`src/rtl/cpu_mem_pkg.sv`:
```
// Shared constants and encodings for the CPU memory responder and its bench.
// Opcodes mirror the controller's instruction encoding so benches can decode images.
package cpu_mem_pkg;

    localparam int ADDR_W = 5;
    localparam int DATA_W = 8;
    localparam int DEPTH  = 32;

    typedef enum logic {
        LOAD = 1'b0,
        RUN  = 1'b1
    } ld_state_e;

    typedef enum logic [2:0] {
        OP_HLT = 3'b000,
        OP_SKZ = 3'b001,
        OP_ADD = 3'b010,
        OP_AND = 3'b011,
        OP_XOR = 3'b100,
        OP_LDA = 3'b101,
        OP_STO = 3'b110,
        OP_JMP = 3'b111
    } opcode_e;

    // True when the pointer addresses the final word of the store.
    function automatic logic is_last_addr(input logic [ADDR_W-1:0] a);
        return a == ADDR_W'(DEPTH - 1);
    endfunction

endpackage

```
`src/rtl/cpu_mem_responder_mem_array.sv`:
```
// DEPTH x DATA_W register file: one write port, one registered read port.
// Contents and read register clear asynchronously on reset.
module mem_array #(
    parameter int ADDR_W = 5,
    parameter int DATA_W = 8,
    parameter int DEPTH  = 32
) (
    input  logic              clk,
    input  logic              reset,
    input  logic              we,
    input  logic [ADDR_W-1:0] waddr,
    input  logic [DATA_W-1:0] wdata,
    input  logic              re,
    input  logic [ADDR_W-1:0] raddr,
    output logic [DATA_W-1:0] rdata
);

    logic [DATA_W-1:0] mem_q [DEPTH];
    logic [DATA_W-1:0] mem_d [DEPTH];
    logic [DATA_W-1:0] rdata_q;
    logic [DATA_W-1:0] rdata_d;

    // Next-state for storage words and the read register; unread cycles hold rdata.
    always_comb begin
        for (int i = 0; i < DEPTH; i++) begin
            mem_d[i] = (we && (waddr == ADDR_W'(i))) ? wdata : mem_q[i];
        end
        rdata_d = re ? mem_q[raddr] : rdata_q;
    end

    // Storage and read register flops.
    always_ff @(posedge clk or posedge reset) begin
        if (reset) begin
            for (int i = 0; i < DEPTH; i++) begin
                mem_q[i] <= '0;
            end
            rdata_q <= '0;
        end else begin
            for (int i = 0; i < DEPTH; i++) begin
                mem_q[i] <= mem_d[i];
            end
            rdata_q <= rdata_d;
        end
    end

    assign rdata = rdata_q;

endmodule

```
`src/rtl/cpu_mem_responder.sv`:
```
// Memory-side responder for the 8-bit RISC controller: boot loader, unified
// instruction/data store, CPU read/store port and sticky protocol-error flag.
module cpu_mem_responder
    import cpu_mem_pkg::*;
#(
    parameter int ADDR_W = cpu_mem_pkg::ADDR_W,
    parameter int DATA_W = cpu_mem_pkg::DATA_W,
    parameter int DEPTH  = cpu_mem_pkg::DEPTH
) (
    input  logic              clk,
    input  logic              reset,
    input  logic [ADDR_W-1:0] addr,
    input  logic              rd,
    input  logic              wr,
    input  logic              data_e,
    input  logic [DATA_W-1:0] wdata,
    output logic [DATA_W-1:0] rdata,
    output logic              rdata_valid,
    input  logic              ld_valid,
    input  logic [DATA_W-1:0] ld_data,
    input  logic              ld_last,
    output logic              ld_ready,
    output logic              cpu_hold,
    output logic              load_done,
    output logic              bus_err
);

    ld_state_e         state_q, state_d;
    logic [ADDR_W-1:0] load_ptr_q, load_ptr_d;
    logic              ld_ready_q, ld_ready_d;
    logic              cpu_hold_q, cpu_hold_d;
    logic              load_done_q, load_done_d;
    logic              bus_err_q, bus_err_d;
    logic              rdata_valid_q, rdata_valid_d;

    logic              ld_accept_s;
    logic              mem_we_s;
    logic [ADDR_W-1:0] mem_waddr_s;
    logic [DATA_W-1:0] mem_wdata_s;
    logic              mem_re_s;

    assign ld_accept_s = ld_valid && ld_ready_q;

    // Loader/run sequencing, write-port steering and protocol checking.
    always_comb begin
        state_d       = state_q;
        load_ptr_d    = load_ptr_q;
        ld_ready_d    = ld_ready_q;
        cpu_hold_d    = cpu_hold_q;
        load_done_d   = load_done_q;
        bus_err_d     = bus_err_q;
        rdata_valid_d = 1'b0;
        mem_we_s      = 1'b0;
        mem_waddr_s   = addr;
        mem_wdata_s   = wdata;
        mem_re_s      = 1'b0;

        case (state_q)
            LOAD: begin
                ld_ready_d  = 1'b1;
                cpu_hold_d  = 1'b1;
                load_done_d = 1'b0;
                if (rd || wr) begin
                    bus_err_d = 1'b1;
                end else begin
                    bus_err_d = bus_err_q;
                end
                if (ld_accept_s) begin
                    mem_we_s    = 1'b1;
                    mem_waddr_s = load_ptr_q;
                    mem_wdata_s = ld_data;
                    load_ptr_d  = load_ptr_q + ADDR_W'(1);
                    // The final slot ends loading even without ld_last: no wrap.
                    if (ld_last || is_last_addr(load_ptr_q)) begin
                        state_d     = RUN;
                        ld_ready_d  = 1'b0;
                        cpu_hold_d  = 1'b0;
                        load_done_d = 1'b1;
                    end else begin
                        state_d = LOAD;
                    end
                end else begin
                    load_ptr_d = load_ptr_q;
                end
            end
            RUN: begin
                ld_ready_d  = 1'b0;
                cpu_hold_d  = 1'b0;
                load_done_d = 1'b1;
                if (rd && !wr) begin
                    mem_re_s      = 1'b1;
                    rdata_valid_d = 1'b1;
                end else if (wr && !rd && data_e) begin
                    mem_we_s = 1'b1;
                end else if (wr) begin
                    bus_err_d = 1'b1;
                end else begin
                    rdata_valid_d = 1'b0;
                end
            end
            default: begin
                state_d    = LOAD;
                ld_ready_d = 1'b0;
                cpu_hold_d = 1'b1;
            end
        endcase
    end

    // Control and status flops.
    always_ff @(posedge clk or posedge reset) begin
        if (reset) begin
            state_q       <= LOAD;
            load_ptr_q    <= '0;
            ld_ready_q    <= 1'b0;
            cpu_hold_q    <= 1'b1;
            load_done_q   <= 1'b0;
            bus_err_q     <= 1'b0;
            rdata_valid_q <= 1'b0;
        end else begin
            state_q       <= state_d;
            load_ptr_q    <= load_ptr_d;
            ld_ready_q    <= ld_ready_d;
            cpu_hold_q    <= cpu_hold_d;
            load_done_q   <= load_done_d;
            bus_err_q     <= bus_err_d;
            rdata_valid_q <= rdata_valid_d;
        end
    end

    mem_array #(
        .ADDR_W(ADDR_W),
        .DATA_W(DATA_W),
        .DEPTH (DEPTH)
    ) u_mem (
        .clk  (clk),
        .reset(reset),
        .we   (mem_we_s),
        .waddr(mem_waddr_s),
        .wdata(mem_wdata_s),
        .re   (mem_re_s),
        .raddr(addr),
        .rdata(rdata)
    );

    assign rdata_valid = rdata_valid_q;
    assign ld_ready    = ld_ready_q;
    assign cpu_hold    = cpu_hold_q;
    assign load_done   = load_done_q;
    assign bus_err     = bus_err_q;

endmodule
```
`config.mk`:
```
export PLATFORM = sky130hd
export DESIGN_NAME = cpu_mem_responder
export DESIGN_NICKNAME = d
export VERILOG_FILES = /design/src/rtl/cpu_mem_pkg.sv /design/src/rtl/cpu_mem_responder_mem_array.sv /design/src/rtl/cpu_mem_responder.sv
export SDC_FILE = /design/constraint.sdc
export NUM_CORES = 1
export LEC_CHECK = 0
export ABC_AREA = 0
export CAP_MARGIN = 0
export CORE_UTILIZATION = 36
export CTS_CLUSTER_DIAMETER = 30
export DETAILED_ROUTE_END_ITERATION = 8
export DONT_BUFFER_PORTS = 1
export HOLD_SLACK_MARGIN = 0.05
export PLACE_DENSITY = 0.58
export SYNTH_ARGS = -nofsm -noshare
export SYNTH_HDL_FRONTEND = slang
export SYNTH_SLANG_ARGS = --single-unit
```
`constraint.sdc`:
```
create_clock -name clk -period 13.35 [get_ports clk]
set_input_delay 4.005 -clock clk [delete_from_list [all_inputs] [get_ports clk]]
set_output_delay 4.005 -clock clk [all_outputs]
set_load 0.005 [all_outputs]
```
* Word level (Yosys, flattened, before mapping)
Index checks and enable logic that the tools add are counted.
Cells by class: order comparisons 1, multipliers 0, muxes and demuxes 25, shifts and indexed selects 0, div/mod/pow operators 0, add/subtract/negate cells 1, bitwise gates (word level) 2, equality and inequality tests 36, reduce and logical (&&, ||, !) cells 43
Operators by type and width (count):
- 5-bit == test, second input constant | 17
- 8-bit binary-select mux with 5-bit select | 1
- 5-bit by 4-bit == test with 1-bit output, second input constant | 8
- 1-bit logical AND | 36
- 8-bit two-way mux | 4
- 5-bit by 3-bit == test with 1-bit output, second input constant | 4
- 1-bit two-way mux | 14
- 5-bit by 2-bit == test with 1-bit output, second input constant | 2
- 5-bit two-way mux | 2
- 2-bit != test, second input constant | 4
- 1-bit one-hot mux with 2 select lines | 4
- 6-bit greater-or-equal comparator, second input constant | 1
- 5-bit inverter with 6-bit output | 1
- 5-bit by 1-bit adder with 5-bit output, second input constant | 1
- 5-bit by 1-bit == test with 1-bit output, second input constant | 1
- 5-bit zero test | 1
- 4-bit AND reduction | 1
- 1-bit zero test | 2
- 1-bit logical OR | 2
- 2-bit AND reduction | 1
- 1-bit inverter | 1
Word-level totals: latch bits 0, output and inout bits 13, memories 0, ROM bits 0, bits in writable memories 0, input bits 28, logic and storage cells 148, flip-flop bits (word level) 275

* Longest topological paths before layout
word-level depth 7, gate-level depth with buffers 8, gate-level depth less buffers 6

* Modules after synthesis
From an unflattened synthesis, not the netlist that was laid out.
Second synthesis, totals: cells, all modules 963, area total of the unflattened synthesis 12758.5 µm²
Modules (own cells, without submodules):
- mem_array | times used 1, seq. area each 6606.3 µm², cells each 883, area an instance 12129.1 µm²
- cpu_mem_responder | times used 1, seq. area each 251.5 µm², cells each 80, area an instance 629.4 µm²

* Worst setup path before layout
Ideal clock, no wire load.
path type input port to flip-flop, from input ld_valid, to register u_mem.mem_q[100] in the netlist's numbering, arrival time 5767 ps, path slack 7458 ps, stages 8, buffers on the path 3, required time 13225 ps, library setup time 125 ps, cell sequence nand3b_4 -> buf_6 -> mux2_4 -> or4_1 -> buf_2 -> or2_1 -> buf_6 -> mux2_4
Between the ends: word-level cells in the longest chain between the ends 5, elaborated cells between the ends (all ways) 9, those cells by class 1 x eq/ne; 6 x mux; 2 x reduce/logical
RTL lines:
- start, declared | line cpu_mem_responder.sv:19 | input logic ld_valid,
- 1-bit logical AND (*) | line cpu_mem_responder.sv:42 | assign ld_accept_s = ld_valid && ld_ready_q;
- 5-bit two-way mux | line cpu_mem_responder.sv:68 | if (ld_accept_s) begin
- 5-bit two-way mux | line cpu_mem_responder.sv:58 | case (state_q)
- 5-bit == test | line cpu_mem_responder_mem_array.sv:26 | mem_d[i] = (we && (waddr == ADDR_W'(i))) ? wdata : mem_q[i];
- 1-bit logical AND | line cpu_mem_responder_mem_array.sv:26
- end signal, assigned by index | line cpu_mem_responder_mem_array.sv:40 | mem_q[i] <= mem_d[i];
- end, declared | line cpu_mem_responder_mem_array.sv:18 | logic [DATA_W-1:0] mem_q [DEPTH];
Every way passes the cells marked *; elsewhere a longest branch is shown, timed or not. A chain may end at the register's enable or synchronous reset.

* Worst setup path in the final report
from input ld_valid, to register u_mem.mem_q[151] in the netlist's numbering
Between the ends: word-level cells in the longest chain between the ends 5, elaborated cells between the ends (all ways) 9, those cells by class 1 x eq/ne; 6 x mux; 2 x reduce/logical
RTL lines (line):
- 1-bit logical AND (*) | cpu_mem_responder.sv:42
- 5-bit two-way mux | cpu_mem_responder.sv:68
- 5-bit two-way mux | cpu_mem_responder.sv:58
- 5-bit by 4-bit == test with 1-bit output | cpu_mem_responder_mem_array.sv:26
- 1-bit logical AND | cpu_mem_responder_mem_array.sv:26
Marked as above.

==> results.md <==
- Cell area after placement: 0.0131 sq mm
- Post-synth EDFFs: 0
- Cells traversed along the worst timing path: nand3b_4 -> mux2i_1 -> nand4_1 -> nor2_1 -> mux2_2
- Root buffer cell: clkbuf_16
- Placeable Area: 0.0346 sq mm
- Number of setup violations in the final report: 0
- Launching element of the worst setup path: ld_valid
- Synth warnings: 0
- Most frequent standard cell in the layout excluding fill and tap cells: dfrtp_1
- Final-stage net count: 986
- Fin worst setup slack: 7.40 ns
- Mapped Cells: 944
- Delay of the slowest critical-path stage: 0.77 ns
- Overall Global Routing Usage: 0.176
- Overall power of the completed layout: 2.79 mW
- Power Density: 182 mW/mm^2
- Reg2Reg Launch Point: load_done$_DFF_PP0_
- Total non-filler cell area in the finished layout: 0.0153 sq mm
- Average cell area after synthesis: 13.5 sq um
- Most frequent cells in the layout: 273 x dfrtp_1, 244 x mux2_2, 133 x mux2i_1
- Area Growth Syn to Fin: 20.3%
- Total nets after synthesis: 974
- Count of buffer and inverter cells on the critical path: 0
- Leak pwr: 7.46 nW
- Required time reported for the critical path endpoint: 13.80 ns
- Wire length of the first global-routing pass: 48,700 microns
- Clock slew at the register clock pins of the worst setup and hold paths: 0.04 ns
- Critical path depth in cells: 5
- Period utilisation layout: 0.446
- Leading register cell type out of synthesis: dfrtp_1
- Cell type group with the largest total delay on the critical path: simple AND/OR/NAND/NOR gates
- Max Fclk: 168 MHz
- Kind of launch point of the worst setup path: input port
- Final Max Tran Viols: 0
- Deepest clock path buffer count: 3
- Number of remaining DRC errors: 0
- Post-CTS setup buffer count: 0
- HPWL after detailed placement: 18,600 microns
- Post-Route Skew: 0.0278 ns
- Hold buffer count at CTS: 0
- Placer's final routability congestion estimate: 0.810
- Number of CTS-inserted buffers: 61
- Vias in the first global route: 8,252
- CTS sink cnt: 274
- Worst path arrival time: 6.40 ns
- Final antenna diode count: 0
- Share of post-route cells with drive strength above 1: 0.390
- Worst flop-to-flop path endpoint: u_mem.mem_q[151]$_DFFE_PP0P_
- Sequential area share after synthesis: 0.539
- Setup Crit Path Kind: input port to register
- Aggregate global routing overflow: 0
- Starting utilization of the core area: 0.368
- Top fanout value on the critical path: 20
- Total vias in the final route: 7,741
- Input/output buffers: 0
- Slack of the worst reg-to-reg path: 10.23 ns
- Worst-Skew Late Latency: 0.58 ns
- Top Ports: 41
- Post-Syn Area: 0.0127 sq mm
- H-Tree Depth: 2
- Cell variety after synth: 37
- Cell type of the slowest stage on the worst timing path: nor2_1
- Final critical path time including I/O delays and setup: 5.95 ns
- Die ar.: 0.0361 sq mm
- DR pass1 iterations: 5
- Hold Path Class: register to register
- Maximum number of pins on one net before global-route repair: 153
- TritonCTS clock tree: done
- Least-Margin Pin Slew: 1.26 ns
- Outcome: finished, final reports clean
- Unrepaired setup endpoints after global routing: no
- Pre-CTS setup slack: 6.82 ns
- Normalized max-slew margin: 0.156
- Die height: 190 microns
- Peak VDD IR: 0.000114 V
- Share of async-settable or async-resettable flops after synthesis: 1.00
- Setup TNS after final layout: 0 ns
- Routed wirelength normalized by instance count: 21.1 microns
- Kind of capture point of the worst setup path: register
- Max-Cap Viols: 0
- Antenna violation net count after detailed routing: 0
- Final-report hold violation count: 0
- Routed via count divided by cell count: 5.29
- DRT Wirelength: 30,900 microns
- FF+latch count, synth: 274
- Number of gates resized after CTS: 0
- Die Wd: 190 microns
- Antenna violations before repair: 0
- Cell Rows: 68
- Worst reg2reg path depth: 5
- Number of DRC markers after the initial detailed-route iteration: 502
- Endpoint of the most critical setup path: u_mem.mem_q[151]$_DFFE_PP0P_
-- worst min-delay path by stage --
| stage | from | endpoint | slack [ns] | depth (start not counted) |
|---|---|---|---|---|
| 2_1_floorplan | u_mem.mem_q[92]$_DFFE_PP0P_ | u_mem.mem_q[92]$_DFFE_PP0P_ | 0.46 | 1 |
| 3_3_place_gp | u_mem.mem_q[95]$_DFFE_PP0P_ | u_mem.mem_q[95]$_DFFE_PP0P_ | 0.47 | 1 |
| 3_5_place_dp | u_mem.mem_q[92]$_DFFE_PP0P_ | u_mem.mem_q[92]$_DFFE_PP0P_ | 0.48 | 1 |
| 4_1_cts | u_mem.mem_q[92]$_DFFE_PP0P_ | u_mem.mem_q[92]$_DFFE_PP0P_ | 0.49 | 1 |
| 5_1_grt | u_mem.mem_q[75]$_DFFE_PP0P_ | u_mem.mem_q[75]$_DFFE_PP0P_ | 0.51 | 1 |
| 6_report | u_mem.mem_q[92]$_DFFE_PP0P_ | u_mem.mem_q[92]$_DFFE_PP0P_ | 0.49 | 1 |
-- synth_stat cells, types with 4 or more instances --
cell type | n | share of area
a21oi_1 | 17 | 0.0067
a221oi_1 | 16 | 0.011
a22o_1 | 16 | 0.011
a22oi_1 | 32 | 0.019
buf_1 | 5 | 0.0015
buf_2 | 16 | 0.0063
clkbuf_1 | 41 | 0.012
dfrtp_1 | 273 | 0.54
mux2_1 | 5 | 0.0044
mux2_2 | 244 | 0.22
mux2_4 | 9 | 0.011
mux2i_1 | 133 | 0.10
nand2_1 | 56 | 0.017
nand2b_1 | 5 | 0.0025
nand4_1 | 5 | 0.0025
nor2_1 | 12 | 0.0035
nor2_2 | 10 | 0.0049
nor2b_1 | 5 | 0.0025
o22ai_1 | 8 | 0.0039
o41ai_1 | 8 | 0.0055
or2_2 | 4 | 0.0020
-- metrics by stage --
step                 util  std cells  hold WS, ns
floorplan               -        944        0.464
global placement    0.380       1348        0.474
detailed placement  0.380       1348        0.482
CTS                 0.442       1464        0.491
global route        0.442       1464        0.507
finish              0.442       1464        0.490
-- per-layer routing --
metal | part of all wire | up-vias | GRT usage
met1 | 0.47 | 4010 | 0.245
li1 | - | 3515 | -
met4 | 0.028 | 0 | 0.0633
met3 | 0.054 | 59 | 0.0374
met5 | 0 | - | 0
met2 | 0.45 | 157 | 0.270
-- final cells by class --
type                    instances  area [sq um]
fillers                      3120         19300
flip-flops and latches        274          6860
multi-input cells             603          5590
clock buffers                  86          1810
well taps                     455           569
clock inverters                30           347
repair buffers                 13           110
inverters                       3          18.8
-- where the power goes --
part	switching, mW	total (mW)	internal [mW]
registers	0.0625	1.01	0.946
logic	0.122	0.255	0.132
clock network	0.458	1.53	1.07
-- registers in the layout, indices dropped and copies added, names as in the netlist --
name,flops
rdata_valid,1
u_mem.mem_q,256
u_mem.rdata,8
load_done,1
cpu_hold,1
bus_err,1
ld_ready,1
load_ptr_q,5
-- worst reg2reg max path, delay by kind of cell (launching register included) --
| kind | cells | cell delay (ns) |
|---|---|---|
| and+or+nand+nor | 3 | 1.56 |
| muxes | 2 | 0.98 |
| DFF | 1 | 0.48 |
-- cell families after synthesis --
kind of cell               synth area share
DFF                                   0.539
and+or+nand+nor                      0.0405
adders and majority gates           0.00197
buffers and inverters                0.0225
xor gates and xnor gates            0.00206
AOI/OAI and AO/OA                    0.0586
muxes                                 0.336
(Power assumes the default switching activity.)
